[src/rtl/seg_scan_if.sv]
// Bus between the digit counter / seg7 decoder and seg_scan_mux: load side plus scanned outputs.
interface seg_scan_if #(
  parameter int DIGITS = 4
);
  logic                  load;
  logic [4*DIGITS-1:0]   value;
  logic [DIGITS-1:0]     dp_mask;
  logic [3:0]            digit;
  logic [DIGITS-1:0]     digit_sel;
  logic                  dp;
  logic                  blank;
  logic                  frame_done;

  modport master (
    output load, value, dp_mask,
    input  digit, digit_sel, dp, blank, frame_done
  );

  modport slave (
    input  load, value, dp_mask,
    output digit, digit_sel, dp, blank, frame_done
  );
endinterface

[src/rtl/seg_scan_mux.sv]
// Multiplexed display scanner: shadow/display registers, per-slot DEAD/ON scan, frame-boundary updates.
// Optional leading-zero blanking is compiled in when SEG_SCAN_LZB_EN is defined.
module seg_scan_mux #(
  parameter int DIGITS      = 4,
  parameter int REFRESH_DIV = 10000,
  parameter int DEAD_CYCLES = 16
) (
  input  logic       clk,
  input  logic       rst_n,
  seg_scan_if.slave  bus
);

  localparam int CW = (REFRESH_DIV > 1) ? $clog2(REFRESH_DIV) : 1;
  localparam int IW = $clog2(DIGITS);
  localparam logic [CW-1:0] LAST_CNT = CW'(REFRESH_DIV - 1);
  localparam logic [CW-1:0] DEAD_CNT = CW'(DEAD_CYCLES);
  localparam logic [IW-1:0] LAST_IDX = IW'(DIGITS - 1);

  typedef enum logic {
    ST_DEAD,
    ST_ON
  } state_e;

  state_e               state_q, state_d;
  logic [CW-1:0]        slotCnt_q, slotCnt_d;
  logic [IW-1:0]        idx_q, idx_d;
  logic [4*DIGITS-1:0]  shadowVal_q, shadowVal_d;
  logic [DIGITS-1:0]    shadowDp_q, shadowDp_d;
  logic                 pending_q, pending_d;
  logic [4*DIGITS-1:0]  dispVal_q, dispVal_d;
  logic [DIGITS-1:0]    dispDp_q, dispDp_d;

  logic [3:0]           digit_q, digit_d;
  logic [DIGITS-1:0]    digitSel_q, digitSel_d;
  logic                 dp_q, dp_d;
  logic                 blank_q, blank_d;
  logic                 frameDone_q, frameDone_d;

  logic                 slotEnd;
  logic                 frameEnd;
  logic [DIGITS-1:0]    lzbMask;
  logic [3:0]           nibSel;
  logic                 dpSel;
  logic                 lzbSel;
  logic                 showDigit;

  // Scan position, shadow capture and the frame-boundary display swap.
  // A load on the boundary cycle sets pending and is consumed in the same
  // cycle, which gives the bypass straight into the display register.
  always_comb begin
    slotEnd     = (slotCnt_q == LAST_CNT);
    frameEnd    = slotEnd && (idx_q == LAST_IDX);
    slotCnt_d   = slotEnd ? '0 : slotCnt_q + CW'(1);
    idx_d       = idx_q;
    if (slotEnd) begin
      idx_d = (idx_q == LAST_IDX) ? '0 : idx_q + IW'(1);
    end

    shadowVal_d = shadowVal_q;
    shadowDp_d  = shadowDp_q;
    pending_d   = pending_q;
    dispVal_d   = dispVal_q;
    dispDp_d    = dispDp_q;
    if (bus.load) begin
      shadowVal_d = bus.value;
      shadowDp_d  = bus.dp_mask;
      pending_d   = 1'b1;
    end
    if (frameEnd && pending_d) begin
      dispVal_d = shadowVal_d;
      dispDp_d  = shadowDp_d;
      pending_d = 1'b0;
    end

    state_d = state_q;
    case (state_q)
      ST_DEAD: state_d = (slotCnt_d >= DEAD_CNT) ? ST_ON : ST_DEAD;
      ST_ON:   state_d = slotEnd ? ST_DEAD : ST_ON;
      default: state_d = ST_DEAD;
    endcase
  end

`ifdef SEG_SCAN_LZB_EN
  logic allZero;

  // The display register only changes at frame boundaries, so deriving the
  // mask from the next display contents matches a per-boundary computation.
  always_comb begin
    lzbMask = '0;
    allZero = 1'b1;
    for (int k = DIGITS - 1; k >= 1; k--) begin
      allZero    = allZero && (dispVal_d[4*k +: 4] == 4'h0);
      lzbMask[k] = allZero && !dispDp_d[k];
    end
  end
`else
  assign lzbMask = '0;
`endif

  // Next values of the registered outputs, taken from the next scan position
  // so outputs line up with the slot counter and state after the edge.
  always_comb begin
    nibSel = 4'h0;
    dpSel  = 1'b0;
    lzbSel = 1'b0;
    for (int k = 0; k < DIGITS; k++) begin
      if (idx_d == IW'(k)) begin
        nibSel = dispVal_d[4*k +: 4];
        dpSel  = dispDp_d[k];
        lzbSel = lzbMask[k];
      end
    end
    showDigit   = (state_d == ST_ON) && !lzbSel;
    digit_d     = nibSel;
    digitSel_d  = showDigit ? (DIGITS'(1) << idx_d) : '0;
    dp_d        = showDigit && dpSel;
    blank_d     = !showDigit;
    frameDone_d = (slotCnt_d == LAST_CNT) && (idx_d == LAST_IDX);
  end

  // FSM, datapath and output registers share one reset domain.
  always_ff @(posedge clk or negedge rst_n) begin
    if (!rst_n) begin
      state_q     <= ST_DEAD;
      slotCnt_q   <= '0;
      idx_q       <= '0;
      shadowVal_q <= '0;
      shadowDp_q  <= '0;
      pending_q   <= 1'b0;
      dispVal_q   <= '0;
      dispDp_q    <= '0;
      digit_q     <= 4'h0;
      digitSel_q  <= '0;
      dp_q        <= 1'b0;
      blank_q     <= 1'b1;
      frameDone_q <= 1'b0;
    end else begin
      state_q     <= state_d;
      slotCnt_q   <= slotCnt_d;
      idx_q       <= idx_d;
      shadowVal_q <= shadowVal_d;
      shadowDp_q  <= shadowDp_d;
      pending_q   <= pending_d;
      dispVal_q   <= dispVal_d;
      dispDp_q    <= dispDp_d;
      digit_q     <= digit_d;
      digitSel_q  <= digitSel_d;
      dp_q        <= dp_d;
      blank_q     <= blank_d;
      frameDone_q <= frameDone_d;
    end
  end

  assign bus.digit      = digit_q;
  assign bus.digit_sel  = digitSel_q;
  assign bus.dp         = dp_q;
  assign bus.blank      = blank_q;
  assign bus.frame_done = frameDone_q;

endmodule

[src/flat_wrapper.sv]
// flat-port wrapper written by rule: the top's interface ports become plain ports
module seg_scan_mux_flat 
#(
  parameter int DIGITS      = 4,
  parameter int REFRESH_DIV = 10000,
  parameter int DEAD_CYCLES = 16
)
  (clk, rst_n, bus_load, bus_value, bus_dp_mask, bus_digit, bus_digit_sel, bus_dp, bus_blank, bus_frame_done);
  seg_scan_if #(.DIGITS(DIGITS)) bus_i ();
  input  logic clk;
  input  logic rst_n;
  input wire logic [$bits(bus_i.load)-1:0] bus_load;
  input wire logic [$bits(bus_i.value)-1:0] bus_value;
  input wire logic [$bits(bus_i.dp_mask)-1:0] bus_dp_mask;
  output wire logic [$bits(bus_i.digit)-1:0] bus_digit;
  output wire logic [$bits(bus_i.digit_sel)-1:0] bus_digit_sel;
  output wire logic [$bits(bus_i.dp)-1:0] bus_dp;
  output wire logic [$bits(bus_i.blank)-1:0] bus_blank;
  output wire logic [$bits(bus_i.frame_done)-1:0] bus_frame_done;
  assign bus_i.load = bus_load;
  assign bus_i.value = bus_value;
  assign bus_i.dp_mask = bus_dp_mask;
  assign bus_digit = bus_i.digit;
  assign bus_digit_sel = bus_i.digit_sel;
  assign bus_dp = bus_i.dp;
  assign bus_blank = bus_i.blank;
  assign bus_frame_done = bus_i.frame_done;
  seg_scan_mux #(.DIGITS(DIGITS), .REFRESH_DIV(REFRESH_DIV), .DEAD_CYCLES(DEAD_CYCLES)) u_core (.clk(clk), .rst_n(rst_n), .bus(bus_i));
endmodule
[config.mk]
export PLATFORM = sky130hd
export DESIGN_NAME = seg_scan_mux_flat
export DESIGN_NICKNAME = d
export VERILOG_FILES = /design/src/rtl/seg_scan_if.sv /design/src/rtl/seg_scan_mux.sv /design/src/flat_wrapper.sv
export SDC_FILE = /design/constraint.sdc
export NUM_CORES = 1
export LEC_CHECK = 0
export CAP_MARGIN = 20
export CORE_MARGIN = 3
export CORE_UTILIZATION = 60
export DETAILED_ROUTE_END_ITERATION = 8
export PLACE_DENSITY = 0.8
export SLEW_MARGIN = 10
export SYNTH_ARGS = -nofsm -noshare
export SYNTH_HDL_FRONTEND = slang
export SYNTH_SLANG_ARGS = --single-unit
[constraint.sdc]
create_clock -name clk -period 6.8 [get_ports clk]
set_clock_uncertainty 0.05 [all_clocks]
set_input_delay 1.7 -clock clk [delete_from_list [all_inputs] [get_ports clk]]
set_output_delay 1.7 -clock clk [all_outputs]
set_load 0.01 [all_outputs]
==> metrics.md <==
| Metric | Value |
|---|---|
| Status | finished clean |
| Antenna Cells | 0 |
| Required @ worst endpoint | 6.95 ns |
| Setup violators final | 0 |
| Largest fanout on the critical path | 21 |
| Final period util | 0.5360 |
| Min-Delay Path Class | flop to flop |
| #FFs+latches synth | 69 |
| CTS resizes | 0 |
| Row cnt | 25 |
| Grt ovf | 0 |
| Via density | 5.479 |
| # IOs | 34 |
| CTS Hold Bufs | 0 |
| Syn Inst Count | 228 |
| Root Buffer | clkbuf_8 |
| Syn Nets | 254 |
| GRT Resource Usage Total | 0.2015 |
| DR vias | 1852 |
| Synthesis warning total | 0 |
| Initial DRC Count | 181 |
| Max-slew headroom | 0.4408 |
| Crit-path cells | clkdlybuf4s50_1, buf_4, nor2_1, nand4b_1, buf_6, mux2_2, mux2i_1, mux2i_1 |
| Clock Latency Late Sink | 0.34 ns |
| Clk slew on worst S/H paths | 0.07 ns |
| Clock buffer depth | 2 |
| Crit. Startpoint | bus_load |
| Mapped Area | 2995 um2 |
| Layout cells sized above 1 | 0.2546 |
| Reg power frac | 0.536 |
| Area delta synth->final | 19.34% |
| Initial antenna violation count | 0 |
| Cell type of the slowest stage on the worst timing path | clkdlybuf4s50_1 |
| Int Pwr | 622.6 uW |
| Fillers | 317 |
| Ys async rst share | 1.000 |
| Synth area leader | dfrtp_1 |
| Power per cell area | 221.4 nW/um2 |
| Max incr delay on CP | 0.45 ns |
| Placer Congestion | 0.8478 |
| Most common cell in the netlist | dfrtp_1 |
| Post-synthesis sequential area ratio | 0.5769 |
| Crit-path most repeated cell | mux2i_1 |
| WS Path Type | input pin to flop |
| Placed wire-length estimate | 3486 um |
| Min Tclk post-route | 3.645 ns |
| Worst Tran Pin Value | 0.8388 ns |
| Drc violations | 0 |
| Setup Fix Bufs, Post-CTS | 0 |
| Net Sw Frac | 0.2132 |
| Most frequent cells after synthesis | dfrtp_1, mux2_2, nor2_1 |
| Die width | 76.66 um |
| LEAKAGE | 0.001673 uW |
| DR pass1 iterations | 5 |
| PnR worst setup slack | 3.155 ns |
| Placed Instances | 321 |
| CTS tree | built |
| H-tree depth | 3 |
| Number of synthesized flops with an enable pin | 0 |
| Register Area | 1728 um2 |
| Vias in the first global route | 1933 |
| Avg Cell Area, Syn | 13.14 um2 |
| VDD IR max | 0.0001924 V |
| Arrival time of the worst setup path | 3.79 ns |
| Switching power | 168.7 uW |
| First-pass GRT wire length | 9170 um |
| Core area | 4786 um2 |
| Setup TNS Final | 0 ns |
| Hold violation count in the final report | 0 |
| CP endpoint kind | flop |
| Power share of the clock group | 0.413 |
| Synth top area share | 0.5681 |
| Final wirelength | 5372 um |
| Initial core utilization | 0.6259 |
| TritonCTS Buffers | 9 |
| Yosys cell types | 41 |
| Final ANT Viol Nets | 0 |
| Die Ht | 76.66 um |
| RR Startpoint | u_core.slotCnt_q[0]$_DFF_PN0_ |
| Area of the multi-input gates | 1172 um2 |
| Max-cap viol count | 0 |
| Routed WL per cell | 15.89 um |
| Comb pwr share | 0.051 |
| Worst slack, placed | 2.125 ns |
| Die footprint | 5876 um2 |
| Nets | 292 |
| Largest cells by area after synthesis | dfrtp_1, mux2_2, mux2i_1 |
| I/O Buffers | 33 |
| Hold path start | u_core.shadowDp_q[1]$_DFF_PN0_ |
| Final non-filler cell total | 338 |
| Ys flop type | dfrtp_1 |
| Achievable frequency | 0.2744 GHz |
| RSZ-0062 raised after global routing | false |
| Largest net degree at the start of global routing | 70 |
| CP Launch Type | input pin |
| Slew Viols, Final | 0 |
| # clock sinks | 69 |
worst max-delay path: cells and delay by family:
kind | cells | cell delay (ns)
muxes | 3 | 0.57
buffers and inverters | 3 | 1.04
and+or+nand+nor | 2 | 0.47
state kept, by name, summed over array words and instances, names as in the netlist:
| name | cells |
|---|---|
| u_core.shadowVal_q | 16 |
| u_core.dispVal_q | 16 |
| u_core.state_q | 1 |
| u_core.bus.blank | 1 |
| u_core.pending_q | 1 |
| u_core.bus.digit_sel | 4 |
| u_core.dispDp_q | 4 |
| u_core.shadowDp_q | 4 |
| u_core.bus.digit | 4 |
| u_core.slotCnt_q | 14 |
| u_core.bus.dp | 1 |
| u_core.idx_q | 2 |
| u_core.bus.frame_done | 1 |
power groups by stage:
stage | Combinational, uW | Clock, uW | Sequential, uW
after detailed placement | 41.3 | 0 | 433
after CTS | 41.3 | 332 | 425
final | 40.1 | 327 | 424
after global placement | 40.6 | 0 | 432
after floorplan | 16.4 | 0 | 432
after global routing | 44.4 | 352 | 425
cells by family after synthesis:
logic type,count (synthesis),share of synthesized area
mux,54,0.1984
xor+xnor,14,0.04094
compound gates,14,0.03425
buf+inv,20,0.03174
simple gates,54,0.1053
flops,69,0.5769
fa+ha+maj,3,0.01253
worst paths after layout:
path	slack, ns	to	cells past startpoint
worst max-delay path	3.16	u_core.bus.digit[0]$_DFF_PN0_	8
worst min-delay path	0.45	u_core.shadowDp_q[1]$_DFF_PN0_	1
worst max register to register	3.77	u_core.bus.dp$_DFF_PN0_	8
worst min register to register	0.45	u_core.shadowDp_q[1]$_DFF_PN0_	1
max in group asynchronous	4.66	u_core.bus.digit_sel[1]$_DFF_PN0_	2
min in group asynchronous	1.49	u_core.slotCnt_q[11]$_DFF_PN0_	2
placed cells by master (no fill, tap or decap), drive strengths merged:
| cell type | netlist | layout |
|---|---|---|
| clkdlybuf4s50 | 0 | 32 |
| clkinvlp | 0 | 1 |
| and3 | 1 | 1 |
| xor2 | 5 | 5 |
| ha | 3 | 3 |
| mux2 | 40 | 40 |
| nand4b | 3 | 3 |
| or4b | 1 | 1 |
| a31oi | 2 | 2 |
| buf | 7 | 5 |
| clkinv | 2 | 4 |
| inv | 8 | 8 |
| xnor2 | 9 | 9 |
| o211ai | 1 | 1 |
| o21ai | 2 | 2 |
| nand4bb | 2 | 2 |
| or4 | 1 | 1 |
| nand2 | 2 | 2 |
| dfrtp | 68 | 68 |
| or2 | 2 | 2 |
| dfstp | 1 | 1 |
| nor3 | 9 | 9 |
| a21o | 1 | 1 |
| mux2i | 14 | 14 |
| nor4 | 4 | 4 |
| o21bai | 1 | 1 |
| nand3 | 9 | 9 |
| a21oi | 3 | 3 |
| nor2 | 17 | 17 |
| o31a | 1 | 1 |
| clkbuf | 3 | 12 |
| bufinv | 0 | 1 |
| a22oi | 2 | 2 |
| a211o | 1 | 1 |
| nand4 | 3 | 3 |
area by class of cell:
| cell class | count | share of cell area |
|---|---|---|
| Clock buffer | 12 | 0.04060 |
| Clock inverter | 4 | 0.01330 |
| Inverter | 10 | 0.01085 |
| Multi-Input combinational cell | 139 | 0.3280 |
| Sequential cell | 69 | 0.4834 |
| Tap cell | 67 | 0.02345 |
| Timing Repair Buffer | 37 | 0.1005 |
metal layers:
metal | up-vias | global-route usage | wire length [um]
met5 | - | 0 | 0
met1 | 906 | 0.2799 | 2611
li1 | 882 | - | -
met3 | 9 | 0.07042 | 284
met2 | 55 | 0.2926 | 2400
met4 | 0 | 0.07790 | 77
through the flow:
stage          hold slack, ns  utilization  total power (uW)  cell area, um2
6_report               0.4463       0.7469             791.3            3575
5_1_grt                0.4550       0.7469             821.5            3575
4_1_cts                0.4488       0.7446             798.3            3563
3_5_place_dp           0.4332       0.7043             473.8            3371
3_3_place_gp           0.4273       0.7043             472.5            3371
2_1_floorplan          0.4194            -             448.1            2995
Power figures use the tool's default switching activity.
